--- config.mk ---
export PLATFORM = sky130hd
export DESIGN_NAME = ifetch_unit
export DESIGN_NICKNAME = d
export VERILOG_FILES = /design/src/rtl/legv8_pkg.sv /design/src/rtl/imm_ctrl_decode.sv /design/src/rtl/ifetch_unit.sv
export SDC_FILE = /design/constraint.sdc
export NUM_CORES = 1
export LEC_CHECK = 0
export ABC_AREA = 1
export CORE_UTILIZATION = 25
export DETAILED_ROUTE_END_ITERATION = 12
export PLACE_DENSITY = 0.5
export SLEW_MARGIN = 40
export SYNTH_ARGS = -nofsm -noshare
export SYNTH_HDL_FRONTEND = slang
export SYNTH_SLANG_ARGS = --single-unit
--- constraint.sdc ---
create_clock -name CLK -period 1.8 [get_ports CLK]
set_input_delay 0.27 -clock CLK [delete_from_list [all_inputs] [get_ports CLK]]
set_output_delay 0.27 -clock CLK [all_outputs]
set_load 0.03 [all_outputs]
--- src/rtl/legv8_pkg.sv ---
// Shared LEGv8 front-end definitions: immediate-format codes, opcode fields
// and the fetch state encoding.
package legv8_pkg;

  localparam logic [2:0] IMM_B   = 3'b000;
  localparam logic [2:0] IMM_CB  = 3'b001;
  localparam logic [2:0] IMM_I   = 3'b010;
  localparam logic [2:0] IMM_D   = 3'b011;
  localparam logic [2:0] IMM_IW  = 3'b100;
  localparam logic [2:0] IMM_INV = 3'b111;

  localparam logic [5:0]  OP_B     = 6'b000101;
  localparam logic [7:0]  OP_CBZ   = 8'b10110100;
  localparam logic [7:0]  OP_CBNZ  = 8'b10110101;
  localparam logic [9:0]  OP_ADDI  = 10'b1001000100;
  localparam logic [9:0]  OP_ADDIS = 10'b1011000100;
  localparam logic [9:0]  OP_SUBI  = 10'b1101000100;
  localparam logic [9:0]  OP_SUBIS = 10'b1111000100;
  localparam logic [9:0]  OP_ANDI  = 10'b1001001000;
  localparam logic [9:0]  OP_ORRI  = 10'b1011001000;
  localparam logic [9:0]  OP_EORI  = 10'b1101001000;
  localparam logic [10:0] OP_LDUR  = 11'b11111000010;
  localparam logic [10:0] OP_STUR  = 11'b11111000000;
  localparam logic [8:0]  OP_MOVZ  = 9'b110100101;

  typedef enum logic [1:0] {
    ST_REQ   = 2'd0,
    ST_HOLD  = 2'd1,
    ST_FAULT = 2'd2
  } fetch_state_e;

endpackage

--- src/rtl/imm_ctrl_decode.sv ---
// Combinational immediate-format decode from the top 11 opcode bits.
// The MOVZ (IW) format is recognised only when IFETCH_MOVZ_EN is defined.
module imm_ctrl_decode
  import legv8_pkg::*;
(
  input  logic [10:0] opcode,
  output logic [2:0]  imm_ctrl
);

  // Ordered checks: the first matching format wins.
  always_comb begin
    imm_ctrl = IMM_INV;
    if (opcode[10:5] == OP_B) begin
      imm_ctrl = IMM_B;
    end else if (opcode[10:3] == OP_CBZ || opcode[10:3] == OP_CBNZ) begin
      imm_ctrl = IMM_CB;
    end else if (opcode[10:1] == OP_ADDI  || opcode[10:1] == OP_ADDIS ||
                 opcode[10:1] == OP_SUBI  || opcode[10:1] == OP_SUBIS ||
                 opcode[10:1] == OP_ANDI  || opcode[10:1] == OP_ORRI  ||
                 opcode[10:1] == OP_EORI) begin
      imm_ctrl = IMM_I;
    end else if (opcode == OP_LDUR || opcode == OP_STUR) begin
      imm_ctrl = IMM_D;
    end else if (opcode[10:2] == OP_MOVZ) begin
`ifdef IFETCH_MOVZ_EN
      imm_ctrl = IMM_IW;
`else
      imm_ctrl = IMM_INV;
`endif
    end
  end

endmodule

--- src/rtl/ifetch_unit.sv ---
// LEGv8 instruction fetch: PC, req/ack memory port, held instruction for decode.
// Optional IFETCH_MOVZ_EN enables the IW immediate format in the decoder.
module ifetch_unit
  import legv8_pkg::*;
#(
  parameter logic [63:0] RESET_PC = 64'h0,
  parameter int          MAX_WAIT = 15
) (
  input  logic        CLK,
  input  logic        Reset,
  output logic        ImemReq,
  output logic [63:0] ImemAddr,
  input  logic        ImemAck,
  input  logic [31:0] ImemData,
  input  logic        Redirect,
  input  logic [63:0] RedirectPC,
  output logic        InstrValid,
  input  logic        InstrReady,
  output logic [31:0] Instr,
  output logic [25:0] Imm26,
  output logic [2:0]  ImmCtrl,
  output logic [63:0] InstrPC,
  output logic        Fault,
  output logic [1:0]  FetchState
);

  // Handshakes: ImemReq/ImemAck transfer a word in any cycle both are high;
  // InstrValid/InstrReady consume the held word in any cycle both are high.

  fetch_state_e state, state_next;
  logic [63:0]  pc, pc_next;
  logic [3:0]   wait_cnt, wait_cnt_next;
  logic         load_instr;
  logic [2:0]   imm_ctrl_dec;
  logic         unused_bits;

  assign unused_bits = ^RedirectPC[1:0];

  imm_ctrl_decode u_decode (
    .opcode   (ImemData[31:21]),
    .imm_ctrl (imm_ctrl_dec)
  );

  always_comb begin
    state_next    = state;
    pc_next       = pc;
    wait_cnt_next = wait_cnt;
    load_instr    = 1'b0;
    case (state)
      ST_REQ: begin
        if (Redirect) begin
          pc_next       = {RedirectPC[63:2], 2'b00};
          wait_cnt_next = 4'd0;
        end else if (ImemAck) begin
          load_instr    = 1'b1;
          pc_next       = pc + 64'd4;
          wait_cnt_next = 4'd0;
          state_next    = ST_HOLD;
        end else if (wait_cnt == 4'(MAX_WAIT - 1)) begin
          state_next = ST_FAULT;
        end else begin
          wait_cnt_next = wait_cnt + 4'd1;
        end
      end
      ST_HOLD: begin
        // A redirect here also retires the held word.
        if (Redirect) begin
          pc_next       = {RedirectPC[63:2], 2'b00};
          wait_cnt_next = 4'd0;
          state_next    = ST_REQ;
        end else if (InstrReady) begin
          wait_cnt_next = 4'd0;
          state_next    = ST_REQ;
        end
      end
      ST_FAULT: state_next = ST_FAULT;
      default:  state_next = ST_FAULT;
    endcase
  end

  always_ff @(posedge CLK) begin
    if (Reset) begin
      state    <= ST_REQ;
      pc       <= RESET_PC;
      wait_cnt <= 4'd0;
      Instr    <= 32'd0;
      ImmCtrl  <= IMM_INV;
      InstrPC  <= 64'd0;
    end else begin
      state    <= state_next;
      pc       <= pc_next;
      wait_cnt <= wait_cnt_next;
      if (load_instr) begin
        Instr   <= ImemData;
        ImmCtrl <= imm_ctrl_dec;
        InstrPC <= pc;
      end
    end
  end

  assign ImemReq    = (state == ST_REQ) && !Reset;
  assign ImemAddr   = pc;
  assign InstrValid = (state == ST_HOLD);
  assign Fault      = (state == ST_FAULT);
  assign Imm26      = Instr[25:0];
  assign FetchState = state;

endmodule

After elaboration in Yosys (flattened, before gate mapping). Index checks and enable logic that the tools add are counted.

Memory bits (writable): 0. Register bits after elaboration: 169. Memories: 0. Latch bits: 0. ROM bits: 0. Word-level logic and storage cells: 67. Output and inout port bits: 194.

Add/sub/neg operators: 2. Multiplexer cells: 23. Shifts and indexed selects: 0. Eq/ne operators: 21. Order comparisons: 0. Reductions and logical operators: 15. Bitwise gates (word level): 0. $mul: 0. Divide/modulo/power cells: 0.

Operators by type and width (number): $mux W64 (3); $pmux W64 S2 (1); $eq A10 B10 Y1 const B (7); $add A64 B3 Y64 const B (1); $eq A11 B11 Y1 const B (2); $mux W4 (5); $eq A8 B8 Y1 const B (2); $mux W3 (4); $mux W2 (5); $reduce_and A3 Y1 (3); $logic_or A1 B1 Y1 (8); $pmux W4 S2 (1); $eq A6 B3 Y1 const B (1); $ne A3 B3 Y1 const B (2); $add A4 B1 Y4 const B (1); $eq A4 B4 Y1 const B (1); $ne A2 B2 Y1 const B (2); $ne A4 B4 Y1 const B (1); $pmux W2 S2 (1); $mux W1 (3); $ne A3 B2 Y1 const B (1); $eq A2 B1 Y1 const B (1); $eq A2 B2 Y1 const B (1); $logic_not A2 Y1 (1); other kinds (3) (3).

Logic depth before layout (Yosys ltp).
Word-level depth: 10. Gate-level depth with buffers: 12. Mapped depth without buffers: 12.

Hierarchy. Synthesis repeated with hierarchy kept, for this count alone.

Cell total of the unflattened synthesis: 1445. Area total of the unflattened synthesis: 9083.7 µm².

By module, submodules not included: ifetch_unit (area an instance 8938.6 µm², times used 1, cells an instance 1410); imm_ctrl_decode (area an instance 145.1 µm², times used 1, cells an instance 35).

Worst setup path before layout. Ideal clock, no wire load.

Path type: register -> register. Start: reg state[0] (netlist: FetchState[0]). End: reg pc[21] (netlist: ImemAddr[21]). Path slack: -196 ps. Required time: 1668 ps. Stages on the path, launching flop included: 9. Setup time: 132 ps. Arrival: 1864 ps. Path buffers: 2. Cells stage by stage: dfxtp_1 > inv_2 > nor2_1 > nor2_2 > buf_2 > buf_2 > or2_2 > nand3_1 > a21oi_1.

Cells in the longest elaborated chain, start to end: 3. Elaborated cells between the ends (all ways): 7. Classes of those cells: eq/ne: 3; mux: 1; reduce/logical: 3.

Ends and longest elaborated chain: from (decl) (line ifetch_unit.sv:30) `fetch_state_e state, state_next;`; from (signal assigned) (line ifetch_unit.sv:90) `state <= state_next;`; $eq A2 B1 Y1 *; via InstrValid (line ifetch_unit.sv:17) `output logic InstrValid,`; $ne A2 B2 Y1 (no line) or $reduce_bool A2 Y1 (tied branches); $reduce_and A3 Y1 (no line); to (signal assigned) (line ifetch_unit.sv:91) `pc <= pc_next;`; to (decl) (line ifetch_unit.sv:31) `logic [63:0] pc, pc_next;`.

The timed path passes the listed nets; every way through them passes the cells marked *. A chain may end at the register's enable or synchronous reset.

Worst setup path in the final report.
Start: reg pc[2] (netlist: ImemAddr[2]). End: reg pc[19] (netlist: ImemAddr[19]).

Cells in the longest elaborated chain, start to end: 4.

Ends and longest elaborated chain: $add A64 B3 Y64 (line ifetch_unit.sv:56) `pc_next = pc + 64'd4;`; $mux W64 (line ifetch_unit.sv:54) `end else if (ImemAck) begin`; $mux W64 (line ifetch_unit.sv:51) `if (Redirect) begin`; $pmux W64 S2 (line ifetch_unit.sv:49) `case (state)`.

Every way passes these cells. The select of a mux whose other input is x is not followed.

==> out/metrics.yaml <==
global_route:
  use_met3_pct: 6.05
  met1_usage_pct: 25.9
  overflow: 0
  grt_antenna_before_repair: 2
  grt_pass1_wl_um: 57400
  met2_usage_pct: 35.0
  top_usage_layer: "met2"
  grt_pass1_vias: 9992
  grt_max_degree: 56
  track_usage_pct: 20.9
die:
  ioPinCount: 295
  dieHeight_um: 192
  fp.coreArea_um2: 35600
  dieArea_um2: 36800
  fp-row-count: 69
  initial_utilization_pct: 25.4
  die_width_um: 192
logic_synthesis:
  synth_seq_area_share_pct: 36.6
  ys_top_cells_by_area: "dfxtp_1 37%, nand2_1 13%, nor2_1 9.7%"
  yosysTopAreaCell: "dfxtp_1"
  synth_top_area_share_pct: 36.6
  synth.distinct_cells: 46
  yosys_warnings: 0
  ys_ff_latch: 165
  synth_cells: 1401
  async_flop_share_pct: 0
  syn_area_per_cell_um2: 6.44
  synthFlopType: "dfxtp_1"
  synth_area_um2: 9020
  synth_most_common_cell: "nand2_1"
  synth_edf_count: 0
  synth_common_cells: "301 x nand2_1, 232 x nor2_1, 165 x dfxtp_1, 161 x o21ai_0, 123 x inv_1"
sta:
  grt_setup_unrepaired: "true"
  slew_violations: 0
  final.period_utilization_pct: 97.8
  max-slew-margin-rel_pct: 51.4
  hold_viol: 0
  tightestPinTransition_ns: 0.728
  setup_viol: 0
  post-route-min-period_ns: 1.76
  clock.fmax_mhz: 568
  clock_skew_ns: 0.00919
  fin_setup_tns_ns: 0
  whs_ns: 0.298
layout:
  layout.nets: 1908
  final_layout_size_suffix_gt1_share_pct: 19.3
  stdcell_area_um2: 14400
  post-route-util_pct: 40.4
  syn_to_final_growth_pct: 59.4
  instances_no_fill: 2278
placed_design:
  gp_congestion: 0.929
  hpwl_um: 30400
  io_buffer_count: 288
  placed_cells: 2226
  place_area_um2: 13400
clock_network:
  clockBufferDepth: 2
  clkLatencyLatePin_ns: 0.44
  cts_buffers: 17
  htreeDepth: 4
  cts.root.buffer_cell: "clkbuf_16"
  clock_sinks: 165
  hold_buffers: 0
  cts_tree: "yes"
  clkTransAtPathRegs_ns: 0.07
drt:
  avgViaCountPerCell: 4.50
  vias: 10262
  wl_um: 38500
  drc: 0
  drtIter0Drc: 527
  ant_nets: 0
  avgRoutedWirePerCell_um: 16.9
  drtPass1Iterations: 5
setup_path:
  worstSetupEndpointType: "flop"
  crit_path_cell_trace: "buf_6 -> inv_4 -> nor2_4 -> nand2_2 -> nor2_4 -> buf_4 -> nand2_1 -> xnor2_1 -> o21bai_1 -> a21oi_1"
  crit_slowest_cell: "dfxtp_2"
  critPathTopFamily: "simple AND/OR/NAND/NOR gates"
  arrival_ns: 2.06
  crit_path_max_fanout: 7
  path_buf_inv: 3
  cp_slowest_stage_delay_ns: 0.35
  start_kind: "flop"
  crit_type: "reg2reg"
  required_ns: 2.10
  crit_path_frequent_cell: "nor2_4"
run_status:
  status: "finished clean"
power_and_ir_drop:
  p_leak_nw: 6.68
  vdd.ir_drop.worst_uv: 647
  powerDensity_nw_per_um2: 731
worst_hold_path:
  worst_hold_path_type: "in2reg"
job:
  cap_violations: 0
kinds of logic (layout without fill, tap and decap cells):
logic type | count (synthesis) | count (layout) | synth area share (%)
AO/OA/AOI/OAI | 301 | 301 | 17.5
adder cells (fa/ha/maj) | 3 | 3 | 0.416
other | 1 | 5 | 0.0416
AND/OR/NAND/NOR | 687 | 687 | 32.4
multiplexers | 1 | 1 | 0.111
flip-flops | 165 | 165 | 36.6
XOR/XNOR | 17 | 17 | 1.65
buffers and inverters | 226 | 638 | 11.3
tightest hold or removal path, cell delays in order:
cell	delay, ns
buf_2	0.12
inv_2	0.07
o21ai_0	0.07
buf_4	0.13
nor2_1	0.04
routing by layer:
metal | vias to the layer above | wire length (um)
li1 | 5284 | -
met1 | 4656 | 16600
met2 | 285 | 18500
met3 | 37 | 2690
met4 | 0 | 710
met5 | - | 0
stage by stage:
stage / worst slack (ns) / total power, mW
after global routing: -0.0706 / 11.1
after global placement: -0.0859 / 7.02
final: 0.0403 / 10.5
after detailed placement: -0.107 / 7.03
after CTS: 0.000340 / 10.6
after floorplan: 0.0678 / 5.65
registers in the layout (all words and copies together) (netlist names):
name,flops
FetchState,2
ImemAddr,62
ImmCtrl,3
Instr,32
InstrPC,62
wait_cnt,4
report_power, final:
part	switching, mW	internal (mW)
registers	0.230	3.93
clock network	1.59	2.04
logic	1.58	1.14
placed cells by master, fill, tap and decap left out, types with 13 or more instances in the layout:
cell type / Yosys / final
clkdlybuf4s50_1: 0 / 175
a21oi_1: 105 / 105
nand2_1: 301 / 279
inv_1: 123 / 121
dfxtp_1: 165 / 147
nor2_4: 11 / 22
clkbuf_16: 0 / 17
nand3_1: 76 / 73
nand4_1: 16 / 16
nor2_2: 15 / 28
nand2_2: 13 / 29
dlymetal6s2s_1: 0 / 35
buf_12: 0 / 13
dlygate4sd2_1: 0 / 73
nor2_1: 232 / 208
buf_4: 32 / 173
dfxtp_2: 0 / 17
o21ai_0: 161 / 157
area by class of cell:
class | count | area [um2]
Fill cell | 3873 | 21200
Multi-Input combinational cell | 1013 | 4970
Timing Repair Buffer | 477 | 4450
Sequential cell | 165 | 3330
Tap cell | 461 | 577
Inverter | 130 | 493
Clock buffer | 24 | 492
Clock inverter | 7 | 72.6
Antenna cell | 1 | 2.50
worst paths after layout:
kind | from | endpoint | slack [ns] | cells past startpoint
max reg2reg | ImemAddr[2] | ImemAddr[19] | 0.04 | 10
min reg2reg | wait_cnt[0] | wait_cnt[0] | 0.49 | 2
min | Reset | wait_cnt[2] | 0.30 | 5
max | ImemAddr[2] | ImemAddr[19] | 0.04 | 10
timing repair:
| action | in CTS | in global routing |
|---|---|---|
| setup buffers | 9 | 11 |
| setup endpoints to repair | 97 | 87 |
| resized for setup | 91 | 120 |
| pin swaps | 5 | 18 |
Note: power is estimated with default switching activity, not from simulation.
